--- src/rtl/spi_link_pkg.sv ---
// Shared SPI link definitions: word width, SPI mode and receiver FSM states.
package spi_link_pkg;
   localparam int SPI_DATA_W = 16;
   localparam int SPI_MODE   = 0;

   typedef enum logic {
      IDLE  = 1'b0,
      SHIFT = 1'b1
   } spi_state_e;
endpackage

--- src/rtl/spi_frame_receiver_sync_ff.sv ---
// Single-bit multi-stage synchronizer with a selectable reset (idle) level.
module sync_ff #(
   parameter int   STAGES  = 2,
   parameter logic RST_VAL = 1'b0
) (
   input  logic clk,
   input  logic rst_n,
   input  logic d,
   output logic q
);
   logic [STAGES-1:0] chain_q;
   logic [STAGES-1:0] chain_d;

   // Shift the asynchronous input one stage deeper each clock.
   always_comb begin
      chain_d = {chain_q[STAGES-2:0], d};
   end

   // Chain flops, preset to the idle level of the line.
   always_ff @(posedge clk or negedge rst_n) begin
      if (!rst_n) begin
         chain_q <= {STAGES{RST_VAL}};
      end else begin
         chain_q <= chain_d;
      end
   end

   assign q = chain_q[STAGES-1];
endmodule

--- src/rtl/spi_frame_receiver.sv ---
// SPI mode-0 receive endpoint: oversampled SPI lines, MSB-first word assembly,
// valid/ready output with overrun and short-frame pulses.
module spi_frame_receiver
   import spi_link_pkg::*;
#(
   parameter int DATA_W      = SPI_DATA_W,
   parameter int SYNC_STAGES = 2
) (
   input  logic              clk,
   input  logic              rst_n,
   input  logic              spi_clock,
   input  logic              spi_data,
   input  logic              cs_n,
   output logic [DATA_W-1:0] m_data,
   output logic              m_valid,
   input  logic              m_ready,
   output logic              overrun,
   output logic              frame_err,
   output logic              busy
);
   localparam int                CNT_W    = $clog2(DATA_W);
   localparam logic [CNT_W-1:0] CNT_LAST = CNT_W'(DATA_W - 1);

   logic sclk_s, data_s, csn_s;

   sync_ff #(.STAGES(SYNC_STAGES), .RST_VAL(1'b0)) u_sync_sclk (.clk(clk), .rst_n(rst_n), .d(spi_clock), .q(sclk_s));
   sync_ff #(.STAGES(SYNC_STAGES), .RST_VAL(1'b0)) u_sync_data (.clk(clk), .rst_n(rst_n), .d(spi_data),  .q(data_s));
   sync_ff #(.STAGES(SYNC_STAGES), .RST_VAL(1'b1)) u_sync_csn  (.clk(clk), .rst_n(rst_n), .d(cs_n),      .q(csn_s));

   spi_state_e        state_q, state_d;
   logic [CNT_W-1:0]  bit_cnt_q, bit_cnt_d;
   logic [DATA_W-1:0] shift_q, shift_d;
   logic [DATA_W-1:0] m_data_q, m_data_d;
   logic              m_valid_q, m_valid_d;
   logic              overrun_q, overrun_d;
   logic              frame_err_q, frame_err_d;
   logic              busy_q, busy_d;
   logic              sclk_prev_q, sclk_prev_d, csn_prev_q, csn_prev_d;
   logic              sclk_rise_q, sclk_rise_d, cs_fall_q, cs_fall_d, cs_rise_q, cs_rise_d;
   logic              data_q, data_d, csn_q, csn_d;
   logic              word_done_s;
   logic [DATA_W-1:0] word_s;

   // Edge detect, FSM, shift register and output handshake next-state logic.
   always_comb begin
      sclk_prev_d = sclk_s;
      csn_prev_d  = csn_s;
      sclk_rise_d = sclk_s & ~sclk_prev_q;
      cs_fall_d   = ~csn_s & csn_prev_q;
      cs_rise_d   = csn_s & ~csn_prev_q;
      data_d      = data_s;
      csn_d       = csn_s;

      state_d     = state_q;
      bit_cnt_d   = bit_cnt_q;
      shift_d     = shift_q;
      m_data_d    = m_data_q;
      m_valid_d   = m_valid_q;
      overrun_d   = 1'b0;
      frame_err_d = 1'b0;
      word_done_s = 1'b0;
      word_s      = {shift_q[DATA_W-2:0], data_q};

      case (state_q)
         IDLE: begin
            if (cs_fall_q) begin
               state_d   = SHIFT;
               bit_cnt_d = {CNT_W{1'b0}};
               shift_d   = {DATA_W{1'b0}};
            end else begin
               state_d   = IDLE;
            end
         end
         SHIFT: begin
            // cs_n rising wins over a coincident spi_clock edge; partial bits are dropped.
            if (cs_rise_q) begin
               state_d     = IDLE;
               frame_err_d = (bit_cnt_q != {CNT_W{1'b0}});
               bit_cnt_d   = {CNT_W{1'b0}};
               shift_d     = {DATA_W{1'b0}};
            end else if (sclk_rise_q && !csn_q) begin
               shift_d = word_s;
               if (bit_cnt_q == CNT_LAST) begin
                  word_done_s = 1'b1;
                  bit_cnt_d   = {CNT_W{1'b0}};
               end else begin
                  bit_cnt_d   = bit_cnt_q + CNT_W'(1);
               end
            end else begin
               state_d = SHIFT;
            end
         end
         default: begin
            state_d   = IDLE;
            bit_cnt_d = {CNT_W{1'b0}};
            shift_d   = {DATA_W{1'b0}};
         end
      endcase

      if (word_done_s) begin
         if (!m_valid_q || m_ready) begin
            m_data_d  = word_s;
            m_valid_d = 1'b1;
         end else begin
            overrun_d = 1'b1;
         end
      end else if (m_valid_q && m_ready) begin
         m_valid_d = 1'b0;
      end else begin
         m_valid_d = m_valid_q;
      end

      busy_d = (state_d == SHIFT);
   end

   // All state and output registers.
   always_ff @(posedge clk or negedge rst_n) begin
      if (!rst_n) begin
         state_q     <= IDLE;
         bit_cnt_q   <= {CNT_W{1'b0}};
         shift_q     <= {DATA_W{1'b0}};
         m_data_q    <= {DATA_W{1'b0}};
         m_valid_q   <= 1'b0;
         overrun_q   <= 1'b0;
         frame_err_q <= 1'b0;
         busy_q      <= 1'b0;
         sclk_prev_q <= 1'b0;
         csn_prev_q  <= 1'b1;
         sclk_rise_q <= 1'b0;
         cs_fall_q   <= 1'b0;
         cs_rise_q   <= 1'b0;
         data_q      <= 1'b0;
         csn_q       <= 1'b1;
      end else begin
         state_q     <= state_d;
         bit_cnt_q   <= bit_cnt_d;
         shift_q     <= shift_d;
         m_data_q    <= m_data_d;
         m_valid_q   <= m_valid_d;
         overrun_q   <= overrun_d;
         frame_err_q <= frame_err_d;
         busy_q      <= busy_d;
         sclk_prev_q <= sclk_prev_d;
         csn_prev_q  <= csn_prev_d;
         sclk_rise_q <= sclk_rise_d;
         cs_fall_q   <= cs_fall_d;
         cs_rise_q   <= cs_rise_d;
         data_q      <= data_d;
         csn_q       <= csn_d;
      end
   end

   assign m_data    = m_data_q;
   assign m_valid   = m_valid_q;
   assign overrun   = overrun_q;
   assign frame_err = frame_err_q;
   assign busy      = busy_q;
endmodule

--- config.mk ---
export PLATFORM = sky130hd
export DESIGN_NAME = spi_frame_receiver
export DESIGN_NICKNAME = d
export VERILOG_FILES = /design/src/rtl/spi_link_pkg.sv /design/src/rtl/spi_frame_receiver_sync_ff.sv /design/src/rtl/spi_frame_receiver.sv
export SDC_FILE = /design/constraint.sdc
export NUM_CORES = 1
export LEC_CHECK = 0
export CAP_MARGIN = 25
export CORE_MARGIN = 3
export CORE_UTILIZATION = 45
export DETAILED_ROUTE_END_ITERATION = 10
export PLACE_DENSITY = 0.73
export SLEW_MARGIN = 20
export SYNTH_ARGS = -nofsm -noshare
export SYNTH_HDL_FRONTEND = slang
export SYNTH_HIERARCHICAL = 1
export SYNTH_SLANG_ARGS = --single-unit
--- constraint.sdc ---
create_clock -name clk -period 1.9 [get_ports clk]
set_clock_uncertainty 0.1 [all_clocks]
set_input_delay 0.38 -clock clk [delete_from_list [all_inputs] [get_ports clk]]
set_output_delay 0.38 -clock clk [all_outputs]
set_load 0.005 [all_outputs]
# Word-level counts from Yosys, hierarchy flattened
# Cells that the tools add are included.
# W data, S select, Z words.
[word_totals]
reg_bits = 51
latch_bits = 0
mem_bits_rw = 0
romBits = 0
in_bits = 6
output_inout_bits = 20
wordCells = 61
n_memories = 0
[classes]
addsub = 1
n_mul = 0
div_mod_pow = 0
n_lt_le_gt_ge = 0
n_eq_ne = 4
n_shift = 0
muxes = 23
bitwise_logic = 7
reduce_logical = 10
[op_table]
columns = ["cell", "n"]
rows = [
  ["$mux W15", 3],
  ["$pmux W15 S2", 1],
  ["$mux W4", 4],
  ["$mux W1", 13],
  ["$pmux W4 S2", 1],
  ["$reduce_and A2 Y1", 3],
  ["$add A4 B1 Y4 const B", 1],
  ["$eq A4 B4 Y1 const B", 1],
  ["$not A1 Y1", 4],
  ["$reduce_bool A4 Y1", 1],
  ["$and A1 B1 Y1", 3],
  ["$ne A3 B1 Y1 const B", 1],
  ["$logic_and A1 B1 Y1", 2],
  ["$logic_not A1 Y1", 2],
  ["$ne A2 B1 Y1 const B", 1],
  ["$ne A2 B2 Y1 const B", 1],
  ["$pmux W1 S2", 1],
  ["$reduce_bool A2 Y1", 1],
  ["$logic_or A1 B1 Y1", 1],
]

# Depth between registers and ports, before layout
# Gate-level depths: netlist of run 1.
[depth]
ltp_word = 7
depth_mapped = 6
mapped_depth_nobuf = 4

# Hierarchy
# The synthesis of run 1 kept the hierarchy.
[by_module_without_submodules]
columns = ["module", "instances", "cells_each", "area_each_um2"]
rows = [
  ["spi_frame_receiver", 1, 116, 1700.4],
  ["sync_ff at u_sync_data ...", 2, 2, 50.0],
  ["sync_ff at u_sync_csn", 1, 2, 52.6],
]

# Worst setup path before layout of run 1
# Ideal clock, no wire load.
[synth_timing]
path_type = "reg-to-reg"
from = "register csn_q"
to = "register m_data_q[10] (netlist: m_data[10])"
t_arrival_ns = 1.427
required_time_ns = 1.675
path_slack_ns = 0.248
stages_incl_launch_ff = 6
period_less_slack_ns = 1.652
cell_sequence = "dfstp_2 -> and4bb_1 -> and3b_1 -> buf_6 -> buf_8 -> mux2_2"
[synth_via]
elab_chain_len = 6
[synth_lines]
columns = ["element", "line", "rtl"]
rows = [
  ["from (decl)", "spi_frame_receiver.sv:40", "logic data_q, data_d, csn_q, csn_d;"],
  ["from (signal assigned)", "spi_frame_receiver.sv:149", "csn_q <= csn_d;"],
  ["$logic_not A1 Y1", "spi_frame_receiver.sv:81", "end else if (sclk_rise_q && !csn_q) begin"],
  ["$logic_and A1 B1 Y1", "spi_frame_receiver.sv:81", ""],
  ["$mux W1", "spi_frame_receiver.sv:81", ""],
  ["$mux W1", "spi_frame_receiver.sv:76", "if (cs_rise_q) begin"],
  ["$mux W1", "spi_frame_receiver.sv:64", "case (state_q)"],
  ["$reduce_and A2 Y1 (no source line)", "--", ""],
  ["to (signal assigned)", "spi_frame_receiver.sv:122", "m_data_q <= {DATA_W{1'b0}};"],
  ["to (signal assigned)", "spi_frame_receiver.sv:138", "m_data_q <= m_data_d;"],
  ["to (decl)", "spi_frame_receiver.sv:33", "logic [DATA_W-1:0] m_data_q, m_data_d;"],
]
# Every way passes these cells.
# A chain may end at the register's enable or synchronous reset.

# Worst setup path after layout of run 1
[layout_timing]
from = "register busy_q (netlist: busy)"
to = "output port busy"
[layout_lines]
columns = ["element", "line", "rtl"]
rows = [
  ["from (decl)", "spi_frame_receiver.sv:37", "logic busy_q, busy_d;"],
  ["from (signal assigned)", "spi_frame_receiver.sv:142", "busy_q <= busy_d;"],
  ["to (decl)", "spi_frame_receiver.sv:19", "output logic busy"],
]
# No word-level cell between the ends.

==> reports/metrics.yaml, run 1 <==
synth:
  ys_types: 28
  synth.area.top_cells: "dfrtp_1 (65%), mux2_2 (9.7%), a22o_1 (7.1%)"
  yosysSeqAreaShare_pct: 69.1
  synth.avg_cell_area_um2: 15.2
  netlist_instances: 122
  synth-edff-count: 0
  yosysMostFrequentCell: "dfrtp_1"
  synth_top_flop_cell: "dfrtp_1"
  synth.cell_area_mm2: 0.00185
  syn-num-nets: 130
  synth_top_area_cell: "dfrtp_1"
  yosys_warnings: 6
  synth.top_cell.area_share_pct: 64.8
  async_reset_ff_share_pct: 100
  synth-seq-cells: 51
  synth_commonest_cells: "dfrtp_1 (48), mux2_2 (16), a22o_1 (15)"
final_layout:
  fin_cells: 203
  insertedDiodeCount: 0
  final_cell_area_mm2: 0.00227
  synthToLayoutAreaGrowth_pct: 22.6
  fin_nets: 162
  drive_above_1_share_pct: 20.0
setup_path:
  critPathMaxFanout: 8
  worstPathRequired_ns: 1.42
  worst_r2r_endpoint: "m_data[1]$_DFFE_PN0P_"
  critPathBufInv: 1
  crit_family: "buffers and inverters"
  start_kind: "flip-flop"
  critPathArrivalTime_ns: 1.32
  r2r-start: "bit_cnt_q[0]$_DFFE_PN0P_"
  critPathCaptureType: "output port"
  critPathKind: "flip-flop to output port"
  cp_slowest_cell: "clkdlybuf4s50_1"
  crit_path_max_incr_delay_ns: 0.55
  reg2reg_depth: 5
  reg2reg_slack_ns: 0.17
  crit_chain: "clkdlybuf4s50_1"
clock_tree:
  clkSinkCount: 51
  clockBufferDepth: 2
  cts_made_buffers: 5
  htreeDepth: 2
  clkLatencyLatePin_ns: 0.30
  cts_tree: "done"
  root_buffer: "clkbuf_8"
  clk_pin_slew_ns: 0.08
  cts_setup_buffers: 0
sta:
  setup_viol_count_final: 0
  hold_viol: 0
  max_clock_freq_ghz: 0.556
  rsz0062_at_grt: "false"
  setup_tns_ns: 0
  slew_headroom_pct: 56.9
  drv_slew: 0
  worstMarginPinSlew_ns: 0.647
  finalCriticalPeriod_ns: 1.80
  min_period_over_period_pct: 94.7
drt:
  wirelength_um: 2910
  drt_iter0_drc: 51
  vias: 1106
  drc_errors: 0
  ant_nets: 0
  post_drt_wl_per_cell_um: 14.4
  drtPass1Iterations: 4
  via_per_inst: 5.45
die:
  dieHeight_um: 70.2
  io_pins: 26
  core_area_mm2: 0.00383
  die_w_um: 70.2
  initial_utilization_pct: 48.4
  die-area_mm2: 0.00492
  num_rows: 22
placement:
  hpwl_um: 1950
  placed_area_mm2: 0.00217
  portBuffers: 25
  place_inst: 194
  globalplace.congestion: 0.851
pwr:
  vdd_drop_max_uv: 506
  pwr-share-comb_pct: 6.0
  netSwitchingFraction_pct: 22.4
  p_int_w: 0.00141
  p_switching_w: 0.000408
  power_density_mw_per_mm2: 801
  p_leak_nw: 1.06
  clockPowerShare_pct: 32.0
  power_frac_seq_pct: 62.0
worst_hold_path:
  min_to: "u_sync_sclk/chain_q[1]$_DFF_PN0_"
  min_path_cells: 0
  min_from: "u_sync_sclk/chain_q[0]$_DFF_PN0_"
  hold_class: "flip-flop to flip-flop"
status:
  status: "finished clean"
grt:
  grt_usage_pct: 12.8
  grt_pass1_wl_um: 4870
  antenna_found_initial: 0
  grt_max_degree: 52
  grt-ovfl-total: 0
  grt_pass1_vias: 1098
flow_run:
  cap_violations: 0
kinds of logic (layout without fill, tap and decap cells):
family / count (synthesis) / in the layout / share of synthesized area [%]
and+or+nand+nor: 19 / 19 / 6.21
muxes: 16 / 16 / 9.72
AOI/OAI and AO/OA: 25 / 25 / 10.7
buffers and inverters: 9 / 42 / 2.97
DFF: 51 / 51 / 69.1
adders and majority gates: 2 / 2 / 1.35
power groups by stage:
stage	Clock [W]	Sequential [W]	Combinational, W
after global placement	0	0.00115	0.000101
after CTS	0.000601	0.00113	0.000112
after detailed placement	0	0.00115	0.000108
final	0.000582	0.00113	0.000108
after floorplan	0	0.00114	0.0000506
after global routing	0.000648	0.00113	0.000122
per-stage QoR:
stage	total power (W)	hold slack [ns]	util, %	setup WS [ns]
6_report	0.00182	0.259	59.4	0.101
2_1_floorplan	0.00120	-0.0156	-	0.248
5_1_grt	0.00190	0.267	59.4	0.0361
4_1_cts	0.00184	0.260	59.4	0.0842
3_3_place_gp	0.00125	0.232	56.8	0.0310
3_5_place_dp	0.00126	0.239	56.8	-0.0376
what timing repair did:
item                       CTS  global route
gates resized for setup      1             0
hold endpoints to repair    48             0
setup endpoints to repair   15             0
hold buffers                 1             0
per-layer routing:
layer  global-route usage, %  part of all wire [%]  vias to the layer above
li1                        -                     -                      503
met4                    7.66                   2.1                        0
met3                    4.75                   4.6                        9
met5                       0                     0                        -
met1                    15.3                    44                      566
met2                    19.6                    49                       28
area by class of cell:
type,count,area [um^2]
fillers,298,1560
flip-flops and latches,51,1280
multi-input cells,62,524
repair buffers,30,310
clock buffers,7,76.3
well taps,48,60.1
inverters,4,15.0
clock inverters,1,5.00
how the worst max path moves through the flow:
stage                              startpoint                     end  slack (ns)  cells after the start
after floorplan               csn_q$_DFF_PN1_  m_data[10]$_DFFE_PN0P_        0.25                      5
after global placement                m_ready   m_data[7]$_DFFE_PN0P_        0.03                      5
after detailed placement  cs_rise_q$_DFF_PN0_  shift_q[0]$_DFFE_PN0P_       -0.04                      3
after CTS                      busy$_DFF_PN0_                    busy        0.08                      1
after global routing           busy$_DFF_PN0_                    busy        0.04                      1
final                          busy$_DFF_PN0_                    busy        0.10                      1
placed cells by master (no fill, tap or decap):
cell type / synthesis / final
a21oi_1: 1 / 1
a22o_1: 15 / 15
a31oi_1: 1 / 1
a41oi_1: 1 / 1
and3b_1: 1 / 1
and4bb_1: 1 / 1
buf_12: 0 / 2
buf_2: 2 / 1
buf_4: 0 / 2
clkbuf_1: 1 / 2
clkbuf_8: 0 / 5
clkdlybuf4s50_1: 0 / 24
clkinv_2: 0 / 1
dfrtp_1: 48 / 48
dfstp_2: 3 / 3
dlygate4sd3_1: 0 / 1
ha_1: 2 / 2
inv_1: 4 / 4
mux2_2: 16 / 16
nand2_1: 3 / 3
nand2b_1: 2 / 2
nand3_1: 2 / 2
nand4_1: 1 / 1
nand4b_1: 1 / 1
nor2_1: 2 / 2
nor2b_1: 5 / 5
o211ai_1: 1 / 1
o21ai_0: 3 / 3
o22a_1: 1 / 1
o22ai_2: 0 / 1
o311ai_0: 1 / 1
or3_1: 1 / 1
flip-flops by register name, summed over array words and instances (netlist names), 2 cells and up:
signal               count
u_sync_sclk/chain_q      2
u_sync_csn/chain_q       2
u_sync_data/chain_q      2
m_data                  16
shift_q                 15
bit_cnt_q                4
Power figures use the tool's default switching activity.
==> run 2: changes to the inputs <==
CORE_ASPECT_RATIO = 2   (was not set)
CORE_UTILIZATION = 33   (was 45)
PLACE_DENSITY = 0.58   (was 0.73)
==> run 2 against run 1 <==
Against the previous run: routed wire length is 6.4% higher; via count down 1.7%; flip-flop and latch count unchanged; worst setup slack better by 0.0099 ns; first-iteration DRC count down 51%; core utilization fell by 16 points; final area is 3.3% higher; clock-buffer cell count decreased by 1; critical endpoint unchanged.
==> reports/metrics.yaml, run 2 (synthesis results as in run 1) <==
status:
  status: "finished clean"  # unchanged
final_layout:
  largest_reg_flops: 16  # unchanged
  drive_above_1_share_pct: 21.0  # was 20.0%
  fin_nets: 164  # was 162
  fillCellCount: 540  # was 298
  layout.cells.most_common: "dfrtp_1"  # unchanged
  synthToLayoutAreaGrowth_pct: 26.6  # was 22.6%
  final_cell_mix: "dfrtp_1 (48), clkdlybuf4s50_1 (24), mux2_2 (16), a22o_1 (15)"  # unchanged
  fin_util_pct: 43.3  # was 59.4%
  insertedDiodeCount: 0  # unchanged
  fin_cells: 217  # was 203
setup_path:
  critPathKind: "flip-flop to output port"  # unchanged
  start_kind: "flip-flop"  # unchanged
  critPathArrivalTime_ns: 1.31  # was 1.32 ns
  critPathMaxFanout: 7  # was 8
  crit_chain: "buf_4 > clkdlybuf4s50_1"  # was clkdlybuf4s50_1
  cp_slowest_cell: "clkdlybuf4s50_1"  # unchanged
  worstPathRequired_ns: 1.42  # about the same
  critPathCaptureType: "output port"  # unchanged
  crit_path_max_incr_delay_ns: 0.50  # was 0.55 ns
die:
  dieHeight_um: 112  # was 70.2 um
  core_area_mm2: 0.00542  # was 0.00383 mm^2
  die_w_um: 59.0  # was 70.2 um
  num_rows: 38  # was 22
  die-area_mm2: 0.00660  # was 0.00492 mm^2
  io_pins: 26  # unchanged
  initial_utilization_pct: 34.2  # was 48.4%
clock_tree:
  clkLatencyLatePin_ns: 0.29  # was 0.30 ns
  clk_pin_slew_ns: 0.09  # was 0.08 ns
  clkSinkCount: 51  # unchanged
  root_buffer: "clkbuf_8"  # unchanged
  cts_made_buffers: 5  # unchanged
  htreeDepth: 2  # unchanged
  cts_tree: "done"  # unchanged
  cts_setup_buffers: 0  # unchanged
  clockBufferDepth: 2  # unchanged
grt:
  grt_max_degree: 52  # unchanged
  grt_busiest_layer: "met2"  # unchanged
  met3_usage_pct: 2.78  # was 4.75%
  met1_usage_pct: 14.2  # was 15.3%
  antenna_found_initial: 0  # unchanged
  gr-usage-met2_pct: 17.6  # was 19.6%
  grt-ovfl-total: 0  # unchanged
  grt_usage_pct: 11.2  # was 12.8%
  grt_pass1_wl_um: 5620  # was 4870 um
  grt_pass1_vias: 1149  # was 1,098
pwr:
  p_leak_nw: 1.09  # was 1.06 nW
  power_density_mw_per_mm2: 898  # was 801 mW/mm^2
  netSwitchingFraction_pct: 19.9  # was 22.4%
  power_frac_seq_pct: 53.3  # was 62.0%
  p_switching_w: 0.000420  # was 0.000408 W
  pwr-share-comb_pct: 6.0  # about the same
  p_int_w: 0.00169  # was 0.00141 W
  clockPowerShare_pct: 40.8  # was 32.0%
  vdd_drop_max_uv: 720  # was 506 uV
sta:
  setup_viol_count_final: 0  # unchanged
  holdWs_ns: 0.258  # was 0.259 ns
  min_period_over_period_pct: 94.2  # was 94.7%
  hold_viol: 0  # unchanged
  drv_slew: 0  # unchanged
  slew_headroom_pct: 80.5  # was 56.9%
  rsz0062_at_grt: "false"  # unchanged
  finalCriticalPeriod_ns: 1.79  # was 1.80 ns
  max_clock_freq_ghz: 0.559  # was 0.556 GHz
  setup_tns_ns: 0  # unchanged
  postLayoutSetupSlackWorst_ns: 0.111  # was 0.101 ns
  worstMarginPinSlew_ns: 0.289  # was 0.647 ns
placement:
  globalplace.congestion: 0.741  # was 0.851
  portBuffers: 25  # unchanged
  place_inst: 208  # was 194
  hpwl_um: 2070  # was 1950 um
  detailedPlace.worstSlack_ns: 0.0217  # was -0.0376 ns
drt:
  drt_iter0_drc: 25  # was 51
  wirelength_um: 3100  # was 2910 um
  ant_nets: 0  # unchanged
  post_drt_wl_per_cell_um: 14.3  # was 14.4 um
  drtPass1Iterations: 4  # unchanged
  drc_errors: 0  # unchanged
  vias: 1087  # was 1,106
  via_per_inst: 5.01  # was 5.45
flow_run:
  cap_violations: 0  # unchanged
worst_hold_path:
  hold_class: "flip-flop to flip-flop"  # unchanged
[run 2: cell count changes in the layout (fill, tap and decap cells not counted), sizes merged]
| cell | before | now |
|---|---|---|
| buf | 5 | 7 |
| bufinv | 0 | 2 |
| clkbuf | 7 | 6 |
| clkinv | 1 | 0 |
[run 2: path summary, 6_finish.rpt]
kind                            cells past startpoint  slack [ns]                               end                        startpoint
worst max-delay path                                2        0.11                              busy                    busy$_DFF_PN0_
worst min-delay path                                0        0.26  u_sync_sclk/chain_q[1]$_DFF_PN0_  u_sync_sclk/chain_q[0]$_DFF_PN0_
worst max register to register                      5        0.16            m_data[13]$_DFFE_PN0P_          bit_cnt_q[0]$_DFFE_PN0P_
worst min register to register                      0        0.26  u_sync_sclk/chain_q[1]$_DFF_PN0_  u_sync_sclk/chain_q[0]$_DFF_PN0_
max in group asynchronous                           3        0.92   u_sync_csn/chain_q[0]$_DFF_PN1_                             rst_n
min in group asynchronous                           3        0.49             m_data[0]$_DFFE_PN0P_                             rst_n
[run 2: power by group through the flow]
| stage | combinational, W | sequential (W) | clock, W |
|---|---|---|---|
| final | 0.000126 | 0.00112 | 0.000858 |
| after global routing | 0.000142 | 0.00113 | 0.000938 |
| after CTS | 0.000129 | 0.00112 | 0.000888 |
| after detailed placement | 0.000128 | 0.00114 | 0 |
| after global placement | 0.000123 | 0.00114 | 0 |
| after floorplan | 0.0000506 | 0.00114 | 0 |
[run 2: layer usage]
metal / vias to the layer above / wire [um]
met4: 0 / 73
met2: 26 / 1600
met3: 5 / 125
met1: 553 / 1310
met5: - / 0
li1: 503 / -
[run 2: repair_timing]
item | 4_1_cts | 5_1_grt
endpoints found under the setup margin | 0 | 0
hold buffers | 1 | 0
endpoints found under the hold margin | 48 | 0
resized for setup | 0 | 0
[run 2: area by class of cell]
class	count	area, um^2	area share [%]
multi-input cells	62	518	22.1
flip-flops and latches	51	1280	54.6
inverters	4	15.0	0.640
clock inverters	2	60.1	2.56
repair buffers	32	325	13.9
well taps	60	75.1	3.20
clock buffers	6	72.6	3.09
[run 2: critical path: cells and delay by family, from the launching register on]
family	cells	cell delay (ns)
buffers and inverters	2	0.65
flip-flops	1	0.37
[run 2: through the flow]
stage          instance area (um^2)  total power (W)
2_1_floorplan                  1850          0.00120
3_3_place_gp                   2200          0.00126
3_5_place_dp                   2200          0.00127
4_1_cts                        2350          0.00214
5_1_grt                        2350          0.00221
6_report                       2350          0.00211
